## config.mk

```make
export PLATFORM = sky130hd
export DESIGN_NAME = store
export DESIGN_NICKNAME = d
export VERILOG_FILES = /design/src/rtl/clangpu_pkg.sv /design/src/rtl/store.sv
export SDC_FILE = /design/constraint.sdc
export NUM_CORES = 1
export LEC_CHECK = 0
export BUFFER_PORTS_ARGS = -buffer_cell sky130_fd_sc_hd__buf_2
export CAP_MARGIN = 10
export CORE_MARGIN = 2
export CORE_UTILIZATION = 41
export CTS_CLUSTER_DIAMETER = 100
export DETAILED_ROUTE_END_ITERATION = 8
export PLACE_DENSITY = 0.85
export SETUP_SLACK_MARGIN = 0.4
export SYNTH_ARGS = -nofsm -noshare
export SYNTH_HDL_FRONTEND = slang
export SYNTH_SLANG_ARGS = --single-unit
```

## constraint.sdc

```tcl
create_clock -name CLK -period 1.9 [get_ports CLK]
set_clock_uncertainty 0.2 [all_clocks]
set_input_delay 0.095 -clock CLK [delete_from_list [all_inputs] [get_ports CLK]]
set_output_delay 0.095 -clock CLK [all_outputs]
set_load 0.01 [all_outputs]
```

## src/rtl/clangpu_pkg.sv

```systemverilog
// Shared definitions for the clangpu core: store FSM state encoding and
// AXI write-response codes, plus a helper that classifies error responses.
package clangpu_pkg;

   typedef enum logic [1:0] {
      S_IDLE = 2'b00,
      S_SEND = 2'b01,
      S_RESP = 2'b10
   } store_state_t;

   localparam logic [1:0] AXI_RESP_OKAY   = 2'b00;
   localparam logic [1:0] AXI_RESP_EXOKAY = 2'b01;
   localparam logic [1:0] AXI_RESP_SLVERR = 2'b10;
   localparam logic [1:0] AXI_RESP_DECERR = 2'b11;

   // SLVERR and DECERR both report a failed write; OKAY/EXOKAY are success.
   function automatic logic resp_is_err(input logic [1:0] resp);
      return (resp == AXI_RESP_SLVERR) || (resp == AXI_RESP_DECERR);
   endfunction

endpackage

```

## src/rtl/store.sv

```systemverilog
// store: issues one single-beat AXI4 write per request and reports
// completion (O_DONE) and error status (O_ERR) back to the core.
// Optional feature macro: STORE_STRB_EN adds an I_STRB input that is latched
// with the data and driven onto WSTRB; without it WSTRB is all-ones.
module store
   import clangpu_pkg::*;
#(
   parameter int C_M_AXI_ADDR_WIDTH = 32,
   parameter int C_M_AXI_DATA_WIDTH = 32
)
(
   input  logic                              CLK,
   input  logic                              RST,
   output logic                              MEM_WAIT,
   input  logic                              I_VALID,
   input  logic [C_M_AXI_ADDR_WIDTH-1:0]     I_ADDR,
   input  logic [C_M_AXI_DATA_WIDTH-1:0]     I_DATA,
`ifdef STORE_STRB_EN
   input  logic [C_M_AXI_DATA_WIDTH/8-1:0]   I_STRB,
`endif
   output logic                              O_DONE,
   output logic                              O_ERR,
   output logic [C_M_AXI_ADDR_WIDTH-1:0]     M_AXI_AWADDR,
   output logic                              M_AXI_AWVALID,
   input  logic                              M_AXI_AWREADY,
   output logic [C_M_AXI_DATA_WIDTH-1:0]     M_AXI_WDATA,
   output logic [C_M_AXI_DATA_WIDTH/8-1:0]   M_AXI_WSTRB,
   output logic                              M_AXI_WLAST,
   output logic                              M_AXI_WVALID,
   input  logic                              M_AXI_WREADY,
   input  logic [1:0]                        M_AXI_BRESP,
   input  logic                              M_AXI_BVALID,
   output logic                              M_AXI_BREADY
);

   localparam int STRB_W = C_M_AXI_DATA_WIDTH / 8;

   // Word-aligns the address: the two low byte-offset bits are dropped.
   localparam logic [C_M_AXI_ADDR_WIDTH-1:0] ALIGN_MASK =
      {{(C_M_AXI_ADDR_WIDTH-2){1'b1}}, 2'b00};

   store_state_t                  state;
   store_state_t                  state_nxt;
   logic                          aw_done;
   logic                          w_done;
   logic                          awvalid_c;
   logic                          wvalid_c;
   logic                          bready_c;
   logic                          accept;
   logic                          b_hs;
   logic                          mem_wait_q;
   logic                          done_q;
   logic                          err_q;
   logic [C_M_AXI_ADDR_WIDTH-1:0] addr_q;
   logic [C_M_AXI_DATA_WIDTH-1:0] data_q;

   assign accept = (state == S_IDLE) && I_VALID;
   assign b_hs   = bready_c && M_AXI_BVALID;

   // State register.
   always_ff @(posedge CLK or posedge RST) begin
      if (RST) begin
         state <= S_IDLE;
      end else begin
         state <= state_nxt;
      end
   end

   // Next state: leave S_SEND only once both AW and W have handshaken,
   // counting a handshake that lands in the current cycle.
   always_comb begin
      state_nxt = state;
      case (state)
         S_IDLE: if (I_VALID) state_nxt = S_SEND;
         S_SEND: if ((aw_done || M_AXI_AWREADY) && (w_done || M_AXI_WREADY))
                    state_nxt = S_RESP;
         S_RESP: if (M_AXI_BVALID) state_nxt = S_IDLE;
         default: state_nxt = S_IDLE;
      endcase
   end

   // Channel valids/ready decoded from state; each valid drops for good
   // once its own handshake has been recorded.
   always_comb begin
      awvalid_c = 1'b0;
      wvalid_c  = 1'b0;
      bready_c  = 1'b0;
      case (state)
         S_SEND: begin
            awvalid_c = !aw_done;
            wvalid_c  = !w_done;
         end
         S_RESP:  bready_c = 1'b1;
         default: ;
      endcase
   end

   // Remember which of AW/W have completed; cleared while idle.
   always_ff @(posedge CLK or posedge RST) begin
      if (RST) begin
         aw_done <= 1'b0;
         w_done  <= 1'b0;
      end else if (state == S_IDLE) begin
         aw_done <= 1'b0;
         w_done  <= 1'b0;
      end else begin
         if (awvalid_c && M_AXI_AWREADY) aw_done <= 1'b1;
         if (wvalid_c && M_AXI_WREADY)   w_done  <= 1'b1;
      end
   end

   // Capture the request on acceptance; held stable until back in idle.
   always_ff @(posedge CLK or posedge RST) begin
      if (RST) begin
         addr_q <= '0;
         data_q <= '0;
      end else if (accept) begin
         addr_q <= I_ADDR & ALIGN_MASK;
         data_q <= I_DATA;
      end
   end

`ifdef STORE_STRB_EN
   logic [STRB_W-1:0] strb_q;

   // Byte strobes travel with the data.
   always_ff @(posedge CLK or posedge RST) begin
      if (RST) begin
         strb_q <= '0;
      end else if (accept) begin
         strb_q <= I_STRB;
      end
   end

   assign M_AXI_WSTRB = strb_q;
`else
   assign M_AXI_WSTRB = {STRB_W{1'b1}};
`endif

   // Busy flag and completion pulse, registered from the next state and
   // the B handshake so the caller sees them one cycle after the event.
   always_ff @(posedge CLK or posedge RST) begin
      if (RST) begin
         mem_wait_q <= 1'b0;
         done_q     <= 1'b0;
         err_q      <= 1'b0;
      end else begin
         mem_wait_q <= (state_nxt != S_IDLE);
         done_q     <= b_hs;
         err_q      <= b_hs && resp_is_err(M_AXI_BRESP);
      end
   end

   assign MEM_WAIT      = mem_wait_q;
   assign O_DONE        = done_q;
   assign O_ERR         = err_q;
   assign M_AXI_AWADDR  = addr_q;
   assign M_AXI_AWVALID = awvalid_c;
   assign M_AXI_WDATA   = data_q;
   assign M_AXI_WVALID  = wvalid_c;
   assign M_AXI_WLAST   = wvalid_c;
   assign M_AXI_BREADY  = bready_c;

endmodule

```

==> impl_metrics.ini, run 1 <==
[floorplan]
fp.dieH_um = 89.5
rows = 31
core_sq_um = 7180
fp.dieW_um = 89.5
io_pins = 147
die-area_sq_um = 8010
start_util = 0.418

[route]
ant_nets = 0
wl_per_cell_um = 15.6
vias_per_cell = 4.37
drt_drc_violations_left = 0
vias = 2194
drt_iter0_drc = 51
routed_wl_mm = 7.85
dr.pass1.iters = 4

[cts]
clock_path_buffers = 2
numCtsBuffers = 9
clk_pin_slew_ps = 80
tritoncts = done
htreeDepth = 3
insertion_delay_ps = 330
root_buffer = clkbuf_8
cts.sinks = 69

[logic_synthesis]
synth_cell_types = 21
synth_flop_cell = dfrtp_1
ys_seq_area_frac = 0.576
syn_area_per_cell_sq_um = 17.5
synth_area_sq_um = 3000
synth-edff-count = 0
ys_seq_elements = 69
synth_cells = 171
synthArstFlopShare = 1.00
synth_warnings = 0

[global_route]
grt_max_degree = 70
grt_pass1_wl_mm = 11.3
gr-usage-all-layers = 0.191
grt_antenna_before_repair = 0
overflow = 0
grt_pass1_vias = 2371

[hold_path]
hold_path_class = in -> async

[sta]
fin_crit_ps = 1710
finalCritPeriodShare = 0.901
clock.fmax_ghz = 0.584
hold_violations = 0
final_max_slew_viol_count = 0
setup_viol = 0
rsz0062_at_grt = true
tns_ps = 0

[pwr]
cellPowerDensity_nw_per_um2 = 1520
leakage_nw = 2.48
vdd_ir_drop_max_mv = 0.713

[placement]
place_congestion = 0.664
io_buffers = 137
placed_cell_area_sq_um = 3710
dp_hpwl_mm = 4.19

[setup_path]
worstReg2RegEnd = M_AXI_WDATA[20]$_DFFE_PP0P_
cp-start-kind = flip-flop
r2r_slack_ps = 190
ff2ff_path_depth = 5
crit_fanout = 5
cp.arrival_ps = 1730
worstSetupPathType = reg -> reg
r2r_start = state[1]$_DFF_PP0_
cp-end-kind = flip-flop
required_ps = 1920

[cells_and_area]
n_fill_cell = 505
antenna_cells = 0
multi_input_area_sq_um = 1080
nets = 471
seqCellArea_sq_um = 1730
drive_above_1_share = 0.610
fin_area_sq_um = 4920
area_delta_synth_final_pct = 64.3

[outcome]
status = completed

[run]
maxCapViolCount = 0
-- synth_stat cells, types with 2 or more instances --
cell type	instances	area, sq um
buf_4	7	52.6
buf_6	2	22.5
nor2_1	5	18.8
mux2_4	60	901
inv_1	3	11.3
nand2b_1	2	12.5
mux2_2	3	33.8
dfrtp_1	69	1730
a21oi_1	2	10.0
buf_12	6	120
conb_1	2	7.51
-- placed cells by master (no fill, tap or decap), drive strengths merged, types with 4 or more instances in the layout --
| master | n |
|---|---|
| nor2 | 5 |
| mux2 | 63 |
| dlygate4sd3 | 68 |
| clkinv | 4 |
| clkbuf | 12 |
| conb | 6 |
| dfrtp | 69 |
| buf | 158 |
-- critical path, stage by stage (launching register included) --
cell,delay (ps)
dfrtp_1,420
nor3b_4,270
buf_6,170
buf_6,110
buf_16,130
mux2_4,300
-- area by class of cell --
type,count,share of cell area
clock buffer,9,0.0252
clock inverter,6,0.0132
multi-input combinational,87,0.220
timing repair buffer,229,0.363
inverter,3,0.00305
sequential,69,0.351
tap,99,0.0252
-- flip-flops by register name (all words and copies together) (netlist names) --
register	flops
M_AXI_AWADDR	30
M_AXI_WDATA	32
aw_done	1
MEM_WAIT	1
O_ERR	1
O_DONE	1
w_done	1
state	2
-- kinds of logic after synthesis --
family / synth area share
buf+inv: 0.0701
compound gates: 0.0121
mux: 0.312
flops: 0.576
other cells: 0.00251
simple gates: 0.0271
-- layer usage --
layer	up-vias	share of wire	GRT usage	routed length, um
met4	0	0.018	0.0760	138
li1	1029	-	-	-
met1	1071	0.40	0.211	3140
met2	81	0.53	0.343	4150
met3	13	0.055	0.0582	428
met5	-	0	0	0
-- through the flow --
stage          utilization  worst slack (ps)  instances  power (mW)  hold WS [ps]
5_1_grt              0.686               132        502        7.94           233
6_report             0.686               189        502        7.49           193
2_1_floorplan            -               297        175        4.74          23.6
3_5_place_dp         0.517               178        400        5.66          23.8
3_3_place_gp         0.517               219        400        5.54          17.3
4_1_cts              0.671               185        496        7.35           200
-- repair_timing --
action,CTS,global route
gates resized for setup,12,3
buffers inserted,8,3
pin swaps,2,2
gates cloned,5,3
hold buffers,68,0
endpoints found under the hold margin,138,0
setup endpoints to repair,66,66
-- where the power goes --
part | internal, mW | total [mW] | leakage, nW | switching (mW)
logic | 2.29 | 3.72 | 1.57 | 1.43
clock network | 0.598 | 1.13 | 0.0950 | 0.532
registers | 2.21 | 2.64 | 0.816 | 0.430
-- how the worst max path moves through the flow --
| stage | from | to | slack [ps] | depth (start not counted) |
|---|---|---|---|---|
| floorplan | state[0]$_DFF_PP0_ | M_AXI_AWADDR[10]$_DFFE_PP0P_ | 300 | 5 |
| global placement | state[1]$_DFF_PP0_ | M_AXI_AWADDR[2]$_DFFE_PP0P_ | 220 | 3 |
| detailed placement | state[1]$_DFF_PP0_ | M_AXI_AWADDR[3]$_DFFE_PP0P_ | 180 | 3 |
| CTS | state[1]$_DFF_PP0_ | M_AXI_WLAST | 180 | 4 |
| global route | state[1]$_DFF_PP0_ | M_AXI_WDATA[20]$_DFFE_PP0P_ | 130 | 5 |
| finish | state[1]$_DFF_PP0_ | M_AXI_WDATA[20]$_DFFE_PP0P_ | 190 | 5 |
Note: power is estimated with default switching activity, not from simulation.
==> run 2: changes to the inputs <==
==> constraint.sdc (replaced) <==
create_clock -name CLK -period 1.9 [get_ports CLK]
set_clock_uncertainty 0.2 [all_clocks]
set_input_delay 0.095 -clock CLK [delete_from_list [all_inputs] [get_ports CLK]]
set_output_delay 0.095 -clock CLK [all_outputs]
set_load 0.02 [all_outputs]
==> impl_metrics.ini, run 2 (synthesis gave the netlist of run 1 again) <==
[pwr]
vdd_ir_drop_max_mv = 0.766
switchingPower_mw = 3.01
cellPowerDensity_nw_per_um2 = 1670
combPwrFrac = 0.527
p_int_mw = 5.37
leakage_nw = 2.52
pwr-share-clk = 0.157
power_frac_seq = 0.316
switching_share = 0.359

[sta]
tns_ps = 0
relSlewSlack = 0.642
fin_crit_ps = 1740
final_max_slew_viol_count = 0
worstMarginPinSlew_ps = 537
finalCritPeriodShare = 0.914
rsz0062_at_grt = true
hold_ws_ps = 191
clock.fmax_ghz = 0.576
hold_violations = 0
setup_viol = 0

[cts]
insertion_delay_ps = 330
root_buffer = clkbuf_8
cts.sinks = 69
tritoncts = done
clock_path_buffers = 2
htreeDepth = 3
clk_pin_slew_ps = 80
numCtsBuffers = 9

[placement]
io_buffers = 137
dp_hpwl_mm = 4.49
place_congestion = 0.682
placed_cell_area_sq_um = 3760

[route]
wl_per_cell_um = 15.7
vias = 2236
drt_drc_violations_left = 0
dr_wl_met2_mm = 4.32
routed_wl_mm = 7.93
dr_wl_met3_um = 415
ant_nets = 0
top_layer = met4
met1_length_mm = 3.01
vias_per_cell = 4.43
dr.pass1.iters = 4
drt_iter0_drc = 56

[cells_and_area]
mostFrequentLayoutCell = buf_2
area_delta_synth_final_pct = 67.6
final_cell_mix = 133 x buf_2, 69 x dfrtp_1, 68 x dlygate4sd3_1
drive_above_1_share = 0.621
antenna_cells = 0
fin_area_sq_um = 5020
n_fill_cell = 477
nets = 473
largest_reg_flops = 32

[global_route]
grt_max_degree = 44
gr-usage-all-layers = 0.197
grt_pass1_vias = 2379
grt_pass1_wl_mm = 11.6
overflow = 0
grt_antenna_before_repair = 0

[floorplan]
io_pins = 147
core_sq_um = 7180
fp.dieH_um = 89.5
start_util = 0.418
fp.dieW_um = 89.5
rows = 31
die-area_sq_um = 8010

[setup_path]
worstSetupPathType = reg -> reg
cp-start-kind = flip-flop
cp.arrival_ps = 1750
cp-end-kind = flip-flop
crit_fanout = 8
required_ps = 1920

[outcome]
status = completed

[run]
maxCapViolCount = 0

[hold_path]
hold_path_class = in -> async
==> run 2: power groups by stage <==
stage	sequential, mW	combinational (mW)	clock, mW
finish	2.64	4.42	1.31
global route	2.73	4.68	1.41
CTS	2.63	4.24	1.35
detailed placement	2.63	3.73	0
global placement	2.58	3.64	0
floorplan	3.46	1.85	0
==> run 2: what timing repair did <==
item,4_1_cts,5_1_grt
endpoints found under the setup margin,66,71
setup buffers,11,0
gates resized for setup,20,13
endpoints found under the hold margin,138,0
gates cloned,3,3
pin swaps,2,4
hold buffers,68,0
==> run 2: layout make-up <==
class,instances,area [sq um],share of cell area
clock inverters,6,86.3,0.0172
clock buffers,10,138,0.0274
repair buffers,231,1820,0.362
well taps,99,124,0.0247
inverters,3,15.0,0.00299
flip-flops and latches,69,1730,0.344
multi-input cells,87,1110,0.222
==> run 2: final timing paths <==
kind | startpoint | to | slack [ps] | cells after the start
max reg2reg | state[0]$_DFF_PP0_ | M_AXI_WDATA[20]$_DFFE_PP0P_ | 160 | 5
min | RST | M_AXI_AWADDR[9]$_DFFE_PP0P_ | 190 | 4
max in group asynchronous | RST | state[1]$_DFF_PP0_ | 840 | 4
max | state[0]$_DFF_PP0_ | M_AXI_WDATA[20]$_DFFE_PP0P_ | 160 | 5
min reg2reg | M_AXI_AWADDR[23]$_DFFE_PP0P_ | M_AXI_AWADDR[23]$_DFFE_PP0P_ | 300 | 1
min in group CLK | M_AXI_AWADDR[23]$_DFFE_PP0P_ | M_AXI_AWADDR[23]$_DFFE_PP0P_ | 300 | 1
==> run 2: per-layer routing <==
layer,vias up,global-route usage
met1,1082,0.207
met2,96,0.368
li1,1040,-
met4,0,0.0896
met3,18,0.0480
met5,-,0
==> run 2: metrics by stage <==
step	worst slack, ps	std cells	util	total power, mW
finish	164	505	0.700	8.38
global route	117	505	0.700	8.82
CTS	133	502	0.682	8.22
detailed placement	137	404	0.525	6.36
global placement	176	404	0.525	6.22
floorplan	297	175	-	5.31
==> run 2: critical path, stage by stage (launching register included) <==
cell and delay, ps:
dfrtp_1 420, nor3b_4 210, buf_6 150, buf_12 160, clkbuf_16 180, mux2_4 300
==> run 3: changes to the inputs <==
==> constraint.sdc (replaced) <==
create_clock -name CLK -period 1.9 [get_ports CLK]
set_clock_uncertainty 0.2 [all_clocks]
set_input_delay 0.095 -clock CLK [delete_from_list [all_inputs] [get_ports CLK]]
set_output_delay 0.095 -clock CLK [all_outputs]
set_load 0.05 [all_outputs]
==> impl_metrics.ini, run 3 (synthesis gave the netlist of run 1 again) <==
[outcome]
status = completed

[floorplan]
core_sq_um = 7180
die-area_sq_um = 8010
rows = 31
io_pins = 147
fp.dieW_um = 89.5
start_util = 0.418
fp.dieH_um = 89.5

[cts]
root_buffer = clkbuf_8
cts.sinks = 69
tritoncts = done
clk_pin_slew_ps = 80
htreeDepth = 3
numCtsBuffers = 9
clock_path_buffers = 2
insertion_delay_ps = 330

[global_route]
overflow = 0
grt_pass1_vias = 2405
grt_max_degree = 39
gr-usage-all-layers = 0.207
grt_antenna_before_repair = 0
grt_pass1_wl_mm = 12.2

[setup_path]
worstSetupPathType = reg -> reg
crit_fanout = 5
cp.arrival_ps = 1770
r2r_slack_ps = 150
r2r_start = state[0]$_DFF_PP0_
ff2ff_path_depth = 6
worstReg2RegEnd = M_AXI_AWADDR[13]$_DFFE_PP0P_
cp-end-kind = flip-flop
cp-start-kind = flip-flop
required_ps = 1920

[sta]
fin_crit_ps = 1750
clock.fmax_ghz = 0.571
hold_violations = 0
rsz0062_at_grt = true
finalCritPeriodShare = 0.921
final_max_slew_viol_count = 0
setup_viol = 0
tns_ps = 0
hold_ws_ps = 195

[route]
dr.pass1.iters = 4
ant_nets = 0
wl_per_cell_um = 16.3
vias = 2297
drt_iter0_drc = 59
vias_per_cell = 4.46
drt_drc_violations_left = 0
routed_wl_mm = 8.40

[cells_and_area]
mostFrequentLayoutCell = buf_2
n_fill_cell = 461
final_cell_mix = 133 x buf_2, 69 x dfrtp_1, 68 x dlygate4sd3_1
area_delta_synth_final_pct = 72.6
drive_above_1_share = 0.627
nets = 483
largest_reg_flops = 32
antenna_cells = 0

[pwr]
vdd_ir_drop_max_mv = 1.30
cellPowerDensity_nw_per_um2 = 2000
leakage_nw = 2.58
finalPower_mw = 10.3

[placement]
place_congestion = 0.743
io_buffers = 137
dp_hpwl_mm = 4.29

[hold_path]
hold_path_class = in -> async

[run]
maxCapViolCount = 0
run 3: power by group:
group	leakage, nW	switching (mW)	internal [mW]	total [mW]
Combinational	1.67	3.84	2.63	6.47
Clock	0.0943	0.559	0.637	1.20
Sequential	0.816	0.459	2.21	2.67
Total	2.58	4.86	5.47	10.3
run 3: routing by layer:
layer  vias to the layer above  track usage  share of wire
met3                        12       0.0406          0.042
met1                      1146        0.236           0.39
met5                         -            0              0
li1                       1059            -              -
met4                         0       0.0651          0.014
met2                        80        0.389           0.55
run 3: what timing repair did:
item                                   in CTS  in global routing
setup buffers                              16                  4
pin swaps                                   2                  1
endpoints found under the hold margin     138                  0
cloned                                      9                  1
setup endpoints to repair                  66                 66
resized for setup                          26                 11
hold buffers                               68                  0
run 3: how the worst max path moves through the flow:
stage	endpoint	cells after the start	slack (ps)	startpoint
after floorplan	M_AXI_WVALID	4	240	state[1]$_DFF_PP0_
after global placement	M_AXI_AWADDR[2]$_DFFE_PP0P_	3	200	state[1]$_DFF_PP0_
after detailed placement	M_AXI_AWADDR[2]$_DFFE_PP0P_	3	160	state[1]$_DFF_PP0_
after CTS	M_AXI_WVALID	4	120	state[1]$_DFF_PP0_
after global routing	M_AXI_AWADDR[5]$_DFFE_PP0P_	6	70	state[1]$_DFF_PP0_
final	M_AXI_AWADDR[13]$_DFFE_PP0P_	6	150	state[0]$_DFF_PP0_
run 3: critical path, stage by stage (launching register included):
cell and delay, ps:
dfrtp_1 420, nor3b_4 230, buf_4 150, buf_8 120, buf_6 110, buf_16 110, mux2_4 300
run 3: layout make-up:
class	instances	area (sq um)	share of cell area
Multi-Input combinational cell	87	1110	0.214
Clock inverter	6	62.6	0.0121
Inverter	3	15.0	0.00290
Clock buffer	10	138	0.0266
Tap cell	99	124	0.0240
Sequential cell	69	1730	0.334
Timing Repair Buffer	241	2000	0.386
run 3: stage by stage:
step | utilization | cells | worst slack [ps] | area (sq um)
6_report | 0.721 | 515 | 150 | 5170
5_1_grt | 0.721 | 515 | 68.9 | 5170
4_1_cts | 0.707 | 510 | 120 | 5070
3_5_place_dp | 0.517 | 401 | 164 | 3710
3_3_place_gp | 0.517 | 401 | 197 | 3710
2_1_floorplan | - | 175 | 237 | 3030
